### src/rtl/pixel_readout.sv
// Pixel array sequencer: erase/expose/convert phases, then per-pixel readout onto a valid/ready stream.
// Optional macro PIXEL_READOUT_GRAY_DECODE_EN converts captured gray code to binary before output.
module pixel_readout #(
  parameter int PIXEL_COUNT    = 4,
  parameter int COUNTER_WIDTH  = 8,
  parameter int ERASE_CYCLES   = 4,
  parameter int EXPOSE_CYCLES  = 16,
  parameter int CONVERT_CYCLES = 2**COUNTER_WIDTH
) (
  input  logic                             clk,
  input  logic                             reset,
  input  logic                             start,
  output logic                             erase,
  output logic                             expose,
  output logic                             convert,
  output logic                             read,
  output logic [$clog2(PIXEL_COUNT)-1:0]   pixel_select,
  input  logic [COUNTER_WIDTH-1:0]         data,
  output logic [COUNTER_WIDTH-1:0]         pix_data,
  output logic [$clog2(PIXEL_COUNT)-1:0]   pix_index,
  output logic                             pix_valid,
  input  logic                             pix_ready,
  output logic                             pix_last,
  output logic                             busy,
  output logic                             frame_done
);

  localparam int IW        = $clog2(PIXEL_COUNT);
  localparam int MAX_EX    = (ERASE_CYCLES > EXPOSE_CYCLES) ? ERASE_CYCLES : EXPOSE_CYCLES;
  localparam int MAX_PHASE = (MAX_EX > CONVERT_CYCLES) ? MAX_EX : CONVERT_CYCLES;
  localparam int CW        = $clog2(MAX_PHASE) + 1;

  localparam logic [CW-1:0] ERASE_END   = CW'(ERASE_CYCLES - 1);
  localparam logic [CW-1:0] EXPOSE_END  = CW'(EXPOSE_CYCLES - 1);
  localparam logic [CW-1:0] CONVERT_END = CW'(CONVERT_CYCLES - 1);
  localparam logic [IW-1:0] LAST_IDX    = IW'(PIXEL_COUNT - 1);

  typedef enum logic [3:0] {
    IDLE    = 4'd0,
    ERASE   = 4'd1,
    EXPOSE  = 4'd2,
    CONVERT = 4'd3,
    SEL     = 4'd4,
    WAIT    = 4'd5,
    SAMPLE  = 4'd6,
    HOLD    = 4'd7,
    DONE    = 4'd8
  } state_t;

  function automatic logic [COUNTER_WIDTH-1:0] gray_to_bin(input logic [COUNTER_WIDTH-1:0] g);
    logic [COUNTER_WIDTH-1:0] b;
    b = '0;
    b[COUNTER_WIDTH-1] = g[COUNTER_WIDTH-1];
    for (int i = COUNTER_WIDTH - 2; i >= 0; i--) begin
      b[i] = b[i+1] ^ g[i];
    end
    return b;
  endfunction

  state_t                   state_q, state_d;
  logic [CW-1:0]            cnt_q, cnt_d;
  logic [IW-1:0]            idx_q, idx_d;
  logic [COUNTER_WIDTH-1:0] pix_data_q, pix_data_d;
  logic [IW-1:0]            pix_index_q, pix_index_d;
  logic                     pix_last_q, pix_last_d;
  logic                     erase_q, expose_q, convert_q, read_q, valid_q, busy_q, done_q;
  logic                     erase_d, expose_d, convert_d, read_d, valid_d, busy_d, done_d;
  logic [COUNTER_WIDTH-1:0] capture_s;

`ifdef PIXEL_READOUT_GRAY_DECODE_EN
  assign capture_s = gray_to_bin(data);
`else
  assign capture_s = data;
`endif

  // Next-state, phase counter, pixel index and sample capture
  always_comb begin
    state_d     = state_q;
    cnt_d       = cnt_q;
    idx_d       = idx_q;
    pix_data_d  = pix_data_q;
    pix_index_d = pix_index_q;
    pix_last_d  = pix_last_q;
    case (state_q)
      IDLE: begin
        if (start) begin
          state_d = ERASE;
          cnt_d   = '0;
        end else begin
          state_d = IDLE;
        end
      end
      ERASE: begin
        if (cnt_q == ERASE_END) begin
          state_d = EXPOSE;
          cnt_d   = '0;
        end else begin
          cnt_d = cnt_q + CW'(1);
        end
      end
      EXPOSE: begin
        if (cnt_q == EXPOSE_END) begin
          state_d = CONVERT;
          cnt_d   = '0;
        end else begin
          cnt_d = cnt_q + CW'(1);
        end
      end
      CONVERT: begin
        if (cnt_q == CONVERT_END) begin
          state_d = SEL;
          cnt_d   = '0;
          idx_d   = '0;
        end else begin
          cnt_d = cnt_q + CW'(1);
        end
      end
      SEL:  state_d = WAIT;
      WAIT: state_d = SAMPLE;
      // Decoder output has settled two cycles after pixel_select moved
      SAMPLE: begin
        state_d     = HOLD;
        pix_data_d  = capture_s;
        pix_index_d = idx_q;
        pix_last_d  = (idx_q == LAST_IDX);
      end
      HOLD: begin
        if (pix_ready) begin
          if (idx_q == LAST_IDX) begin
            state_d = DONE;
          end else begin
            state_d = SEL;
            idx_d   = idx_q + IW'(1);
          end
        end else begin
          state_d = HOLD;
        end
      end
      DONE:    state_d = IDLE;
      default: state_d = IDLE;
    endcase
  end

  // Control outputs decoded from the next state so the registered copies track the state register
  always_comb begin
    erase_d   = (state_d == ERASE);
    expose_d  = (state_d == EXPOSE);
    convert_d = (state_d == CONVERT);
    read_d    = (state_d == SEL) || (state_d == WAIT) || (state_d == SAMPLE) || (state_d == HOLD);
    valid_d   = (state_d == HOLD);
    busy_d    = (state_d != IDLE);
    done_d    = (state_d == DONE);
  end

  // State and output registers
  always_ff @(posedge clk or negedge reset) begin
    if (!reset) begin
      state_q     <= IDLE;
      cnt_q       <= '0;
      idx_q       <= '0;
      pix_data_q  <= '0;
      pix_index_q <= '0;
      pix_last_q  <= 1'b0;
      erase_q     <= 1'b0;
      expose_q    <= 1'b0;
      convert_q   <= 1'b0;
      read_q      <= 1'b0;
      valid_q     <= 1'b0;
      busy_q      <= 1'b0;
      done_q      <= 1'b0;
    end else begin
      state_q     <= state_d;
      cnt_q       <= cnt_d;
      idx_q       <= idx_d;
      pix_data_q  <= pix_data_d;
      pix_index_q <= pix_index_d;
      pix_last_q  <= pix_last_d;
      erase_q     <= erase_d;
      expose_q    <= expose_d;
      convert_q   <= convert_d;
      read_q      <= read_d;
      valid_q     <= valid_d;
      busy_q      <= busy_d;
      done_q      <= done_d;
    end
  end

  assign erase        = erase_q;
  assign expose       = expose_q;
  assign convert      = convert_q;
  assign read         = read_q;
  assign pixel_select = idx_q;
  assign pix_data     = pix_data_q;
  assign pix_index    = pix_index_q;
  assign pix_valid    = valid_q;
  assign pix_last     = pix_last_q;
  assign busy         = busy_q;
  assign frame_done   = done_q;

endmodule

### config.mk
export PLATFORM = sky130hd
export DESIGN_NAME = pixel_readout
export DESIGN_NICKNAME = d
export VERILOG_FILES = /design/src/rtl/pixel_readout.sv
export SDC_FILE = /design/constraint.sdc
export NUM_CORES = 1
export LEC_CHECK = 0
export BUFFER_PORTS_ARGS = -buffer_cell sky130_fd_sc_hd__clkbuf_2
export CAP_MARGIN = 20
export CORE_MARGIN = 2
export CORE_UTILIZATION = 48
export DETAILED_ROUTE_END_ITERATION = 7
export PLACE_DENSITY = 0.71
export SLEW_MARGIN = 10
export SYNTH_ARGS = -nofsm -noshare
export SYNTH_HDL_FRONTEND = slang
export SYNTH_SLANG_ARGS = --single-unit
### constraint.sdc
create_clock -name clk -period 3.6 [get_ports clk]
set_input_delay 0 -clock clk [delete_from_list [all_inputs] [get_ports clk]]
set_output_delay 0 -clock clk [all_outputs]
set_load 0.005 [all_outputs]
[Yosys cells after proc, flatten, opt, wreduce, memory -nomap -nowiden]
Cells that the tools add are included.
W data, S select, Z words.
Storage, ports and cells
  register bits after elaboration: 33
  output and inout bits: 20
  latch bits: 0
  memory bits (read-only): 0
  memories kept: 0
  bits in writable memories: 0
Cells by class
  divide/modulo/power cells: 0
  bitwise gates (word level): 0
  shifts and indexed selects: 0
  equal/unequal tests: 23
  multiplexer cells: 16
  multiply operators: 0
  magnitude comparators: 0
  $add $sub $neg: 2
  reductions and logical operators: 9
Operators with widths (number)
  $mux W9: 4
  $pmux W9 S4: 1
  $eq A4 B3 Y1 const B: 8
  $pmux W4 S8: 1
  $mux W4: 5
  $eq A4 B2 Y1 const B: 4
  $add A9 B1 Y9 const B: 1
  $eq A9 B2 Y1 const B: 1
  $eq A9 B4 Y1 const B: 1
  $eq A9 B8 Y1 const B: 1
  $eq A4 B1 Y1 const B: 2
  $ne A2 B2 Y1 const B: 4
  $reduce_bool A4 Y1: 2
  $mux W2: 3
  $eq A4 B4 Y1 const B: 1
  $logic_not A4 Y1: 1
  $pmux W2 S2: 1
  $reduce_and A4 Y1: 1
  $logic_or A1 B1 Y1: 3
  $add A2 B1 Y2 const B: 1
  $eq A2 B2 Y1 const B: 1
  $reduce_and A2 Y1: 1
  $reduce_bool A2 Y1: 1
  $mux W1: 1

[Logic depth before layout (Yosys ltp)]
  word-level depth: 8
  depth in mapped cells: 9
  gate-level depth less buffers: 9

[Worst setup path before layout]
OpenSTA, ideal clock, no wires.
  kind: reg2reg
  start: register cnt_q[0]
  end: register cnt_q[2]
  arrival time: 2.358 ns
  library setup time: 0.078 ns
  period minus slack after synthesis: 2.435 ns
  stages on the path, launching flop included: 10
  setup slack: 1.165 ns
  cell sequence: dfrtp_1 ha_1 and3_2 and3_1 ha_1 or4_2 o211a_1 buf_6 o21ai_0 o2bb2ai_1
On the way
  cells in the longest elaborated chain, start to end: 3
  elaborated cells between the ends (all ways): 8
  those cells by class: 1 x add/sub; 3 x eq/ne; 4 x mux
Ends and longest elaborated chain
  start, declared: line 61  | logic [CW-1:0] cnt_q, cnt_d;
  start signal, assigned: line 173  | cnt_q <= cnt_d;
  $add A9 B1 Y9 (tied with other cells): line 98, 106, 115
  $mux W9 (on tied branches): line 110, 102, 94
  $pmux W9 S4 *: line 84  | case (state_q)
Every way passes the cells marked *; elsewhere a longest branch is shown, timed or not.
A chain may end at the register's enable or synchronous reset.

[Worst setup path in the final report]
Ends and elaborated chain as after synthesis.

==> impl_metrics.env <==
export IMPL_wl_per_cell_um=13.8
export IMPL_yosys_most_used_dff="dfrtp_1"
export IMPL_antenna_cells=0
export IMPL_finalClockSkew_ns=0.00432
export IMPL_dr_first_iter_drc_count=41
export IMPL_grt_max_degree=34
export IMPL_wl_um=3280
export IMPL_port_buffers=31
export IMPL_cts_tree="done"
export IMPL_dr_pass1_iters=4
export IMPL_hold_class="in2async"
export IMPL_ys_types=45
export IMPL_power_density_nw_per_um2=341
export IMPL_numCtsBuffers=5
export IMPL_synth_edf_count=0
export IMPL_synth_largest_area_cell="dfrtp_1"
export IMPL_start_util_pct=49.7
export IMPL_clockRootBuffer="clkbuf_4"
export IMPL_coreArea_sq_um=3310
export IMPL_synthDominantCellAreaShare_pct=50.2
export IMPL_slew_viol_final=0
export IMPL_min_period_over_period_pct=75.2
export IMPL_p_leak_uw=0.000968
export IMPL_synth_avg_cell_area_sq_um=11.1
export IMPL_worst_skew_pair_late_latency_ns=0.33
export IMPL_max_freq_ghz=0.369
export IMPL_period_minus_slack_ns=2.71
export IMPL_final_hold_viol_count=0
export IMPL_ys_async_sr_fraction_pct=100
export IMPL_start_kind="flop"
export IMPL_place_inst=219
export IMPL_status="completed"
export IMPL_rsz0062_at_grt="no"
export IMPL_via_count=1269
export IMPL_cp_end_kind="flop"
export IMPL_final_setup_viol_count=0
export IMPL_worstSetupPathType="reg2reg"
export IMPL_hpwl_um=2260
export IMPL_syn_to_final_growth_pct=21.8
export IMPL_grt_pass1_vias=1216
export IMPL_cts_htree_levels=2
export IMPL_path_clk_slew_ns=0.10
export IMPL_cap_violations=0
export IMPL_finalSetupTns_ns=0
export IMPL_peakVddDrop_uv=201
export IMPL_synthTopCellsByCount="dfrtp_1, mux2_2, o21ai_0, inv_1"
export IMPL_ant_nets=0
export IMPL_timing_final_ws_setup_ns=0.892
export IMPL_io_pins=32
export IMPL_nets=207
export IMPL_antenna_found_initial=0
export IMPL_die_x_um=62.5
export IMPL_place_gp_congestion=0.855
export IMPL_reg2reg_slack_ns=0.89
export IMPL_arrival_ns=2.97
export IMPL_worstMarginPinSlew_ns=0.793
export IMPL_synth_most_common_cell="dfrtp_1"
export IMPL_fillers=293
export IMPL_path_max_fanout=11
export IMPL_track_usage_pct=18.3
export IMPL_syn_nets=164
export IMPL_drt_vias_per_instance=5.33
export IMPL_total_power_uw=683
export IMPL_grt_overflow_total=0
export IMPL_clock_sinks=33
export IMPL_synthCells=148
export IMPL_slew_headroom_pct=47.2
export IMPL_place_ws_ns=0.901
export IMPL_cp_required_ns=3.86
export IMPL_syn_area_sq_um=1640
export IMPL_final_cells=238
export IMPL_ys_top_cells_by_area="dfrtp_1, mux2_2, ha_1"
export IMPL_cts_resized=0
export IMPL_hold_slack_ns=0.274
export IMPL_yosys_warnings=0
export IMPL_dieHeight_um=62.5
export IMPL_grt_pass1_wl_um=5610
export IMPL_cts_buffer_depth=2
export IMPL_ys_seq_area_share_pct=50.2
export IMPL_rows=21
export IMPL_drive_above_1_share_pct=31.8
export IMPL_dieArea_sq_um=3910
export IMPL_drc_errors=0
export IMPL_ys_ff_latch=33
## registers in the layout, summed over array words and instances (netlist names), 2 cells and up
signal and cells:
pixel_select 2, pix_data 8, pix_index 2, cnt_q 9, state_q 4
## layout make-up
| cell class | count | area [sq um] | area share [%] |
|---|---|---|---|
| flip-flops and latches | 33 | 826 | 41.2 |
| clock inverters | 1 | 30.0 | 1.50 |
| multi-input cells | 99 | 728 | 36.4 |
| repair buffers | 43 | 273 | 13.6 |
| clock buffers | 7 | 55.1 | 2.75 |
| inverters | 9 | 33.8 | 1.69 |
| well taps | 46 | 57.6 | 2.87 |
## worst max-delay path: stages, from the launching register on
cell       delay [ns]
dfrtp_1          0.42
ha_1             0.26
and3_2           0.21
and3_1           0.18
ha_1             0.23
or4_2            0.66
o211a_1          0.27
o21ai_0          0.25
o2bb2ai_1        0.15
## through the flow
stage	utilization, %	area, sq um
6_report	60.5	2000
5_1_grt	60.5	2000
4_1_cts	60.5	2000
2_1_floorplan	-	1640
3_3_place_gp	54.6	1810
3_5_place_dp	54.6	1810
## repair_timing
| action | CTS | global route |
|---|---|---|
| endpoints found under the hold margin | 43 | 0 |
| setup buffers | 0 | 0 |
| setup endpoints to repair | 0 | 0 |
| hold buffers | 11 | 0 |
## kinds of logic after synthesis
kind of cell / share of synthesized area [%]
simple gates: 16.7
compound gates: 15.8
flops: 50.2
buf+inv: 5.48
mux: 8.75
fa+ha+maj: 3.04
## worst paths after layout
check | startpoint | to | depth (start not counted)
worst max-delay path | cnt_q[0] | cnt_q[2] | 8
worst min-delay path | reset | frame_done | 2
worst max register to register | cnt_q[0] | cnt_q[2] | 8
worst min register to register | pix_data[7] | pix_data[7] | 1
max in group asynchronous | reset | cnt_q[0] | 2
min in group clk | data[5] | pix_data[5] | 3
## layer usage
metal	part of all wire (%)	track usage, %
met2	49	29.8
met1	45	23.1
met4	1.3	5.83
met3	4.7	6.13
met5	0	0
## power breakdown
group          internal (uW)  switching, uW  leakage, uW  total, uW
sequential               370              0     0.000420        370
clock                    166            123    0.0000455        289
combinational           12.5           11.8     0.000502       24.3
## cells in the final DEF, fill, tap and decap left out, types with 3 or more instances in the layout
master / count
clkbuf_2: 31
nand2_1: 6
nand3_1: 8
clkbuf_4: 5
ha_1: 4
mux2_2: 11
and3_2: 3
dfrtp_1: 33
nand2b_1: 3
and3_1: 3
inv_1: 9
o211ai_1: 3
o21ai_0: 10
o31ai_1: 4
dlygate4sd3_1: 11
nor2_1: 8
nor3_1: 3
Power figures use the tool's default switching activity.
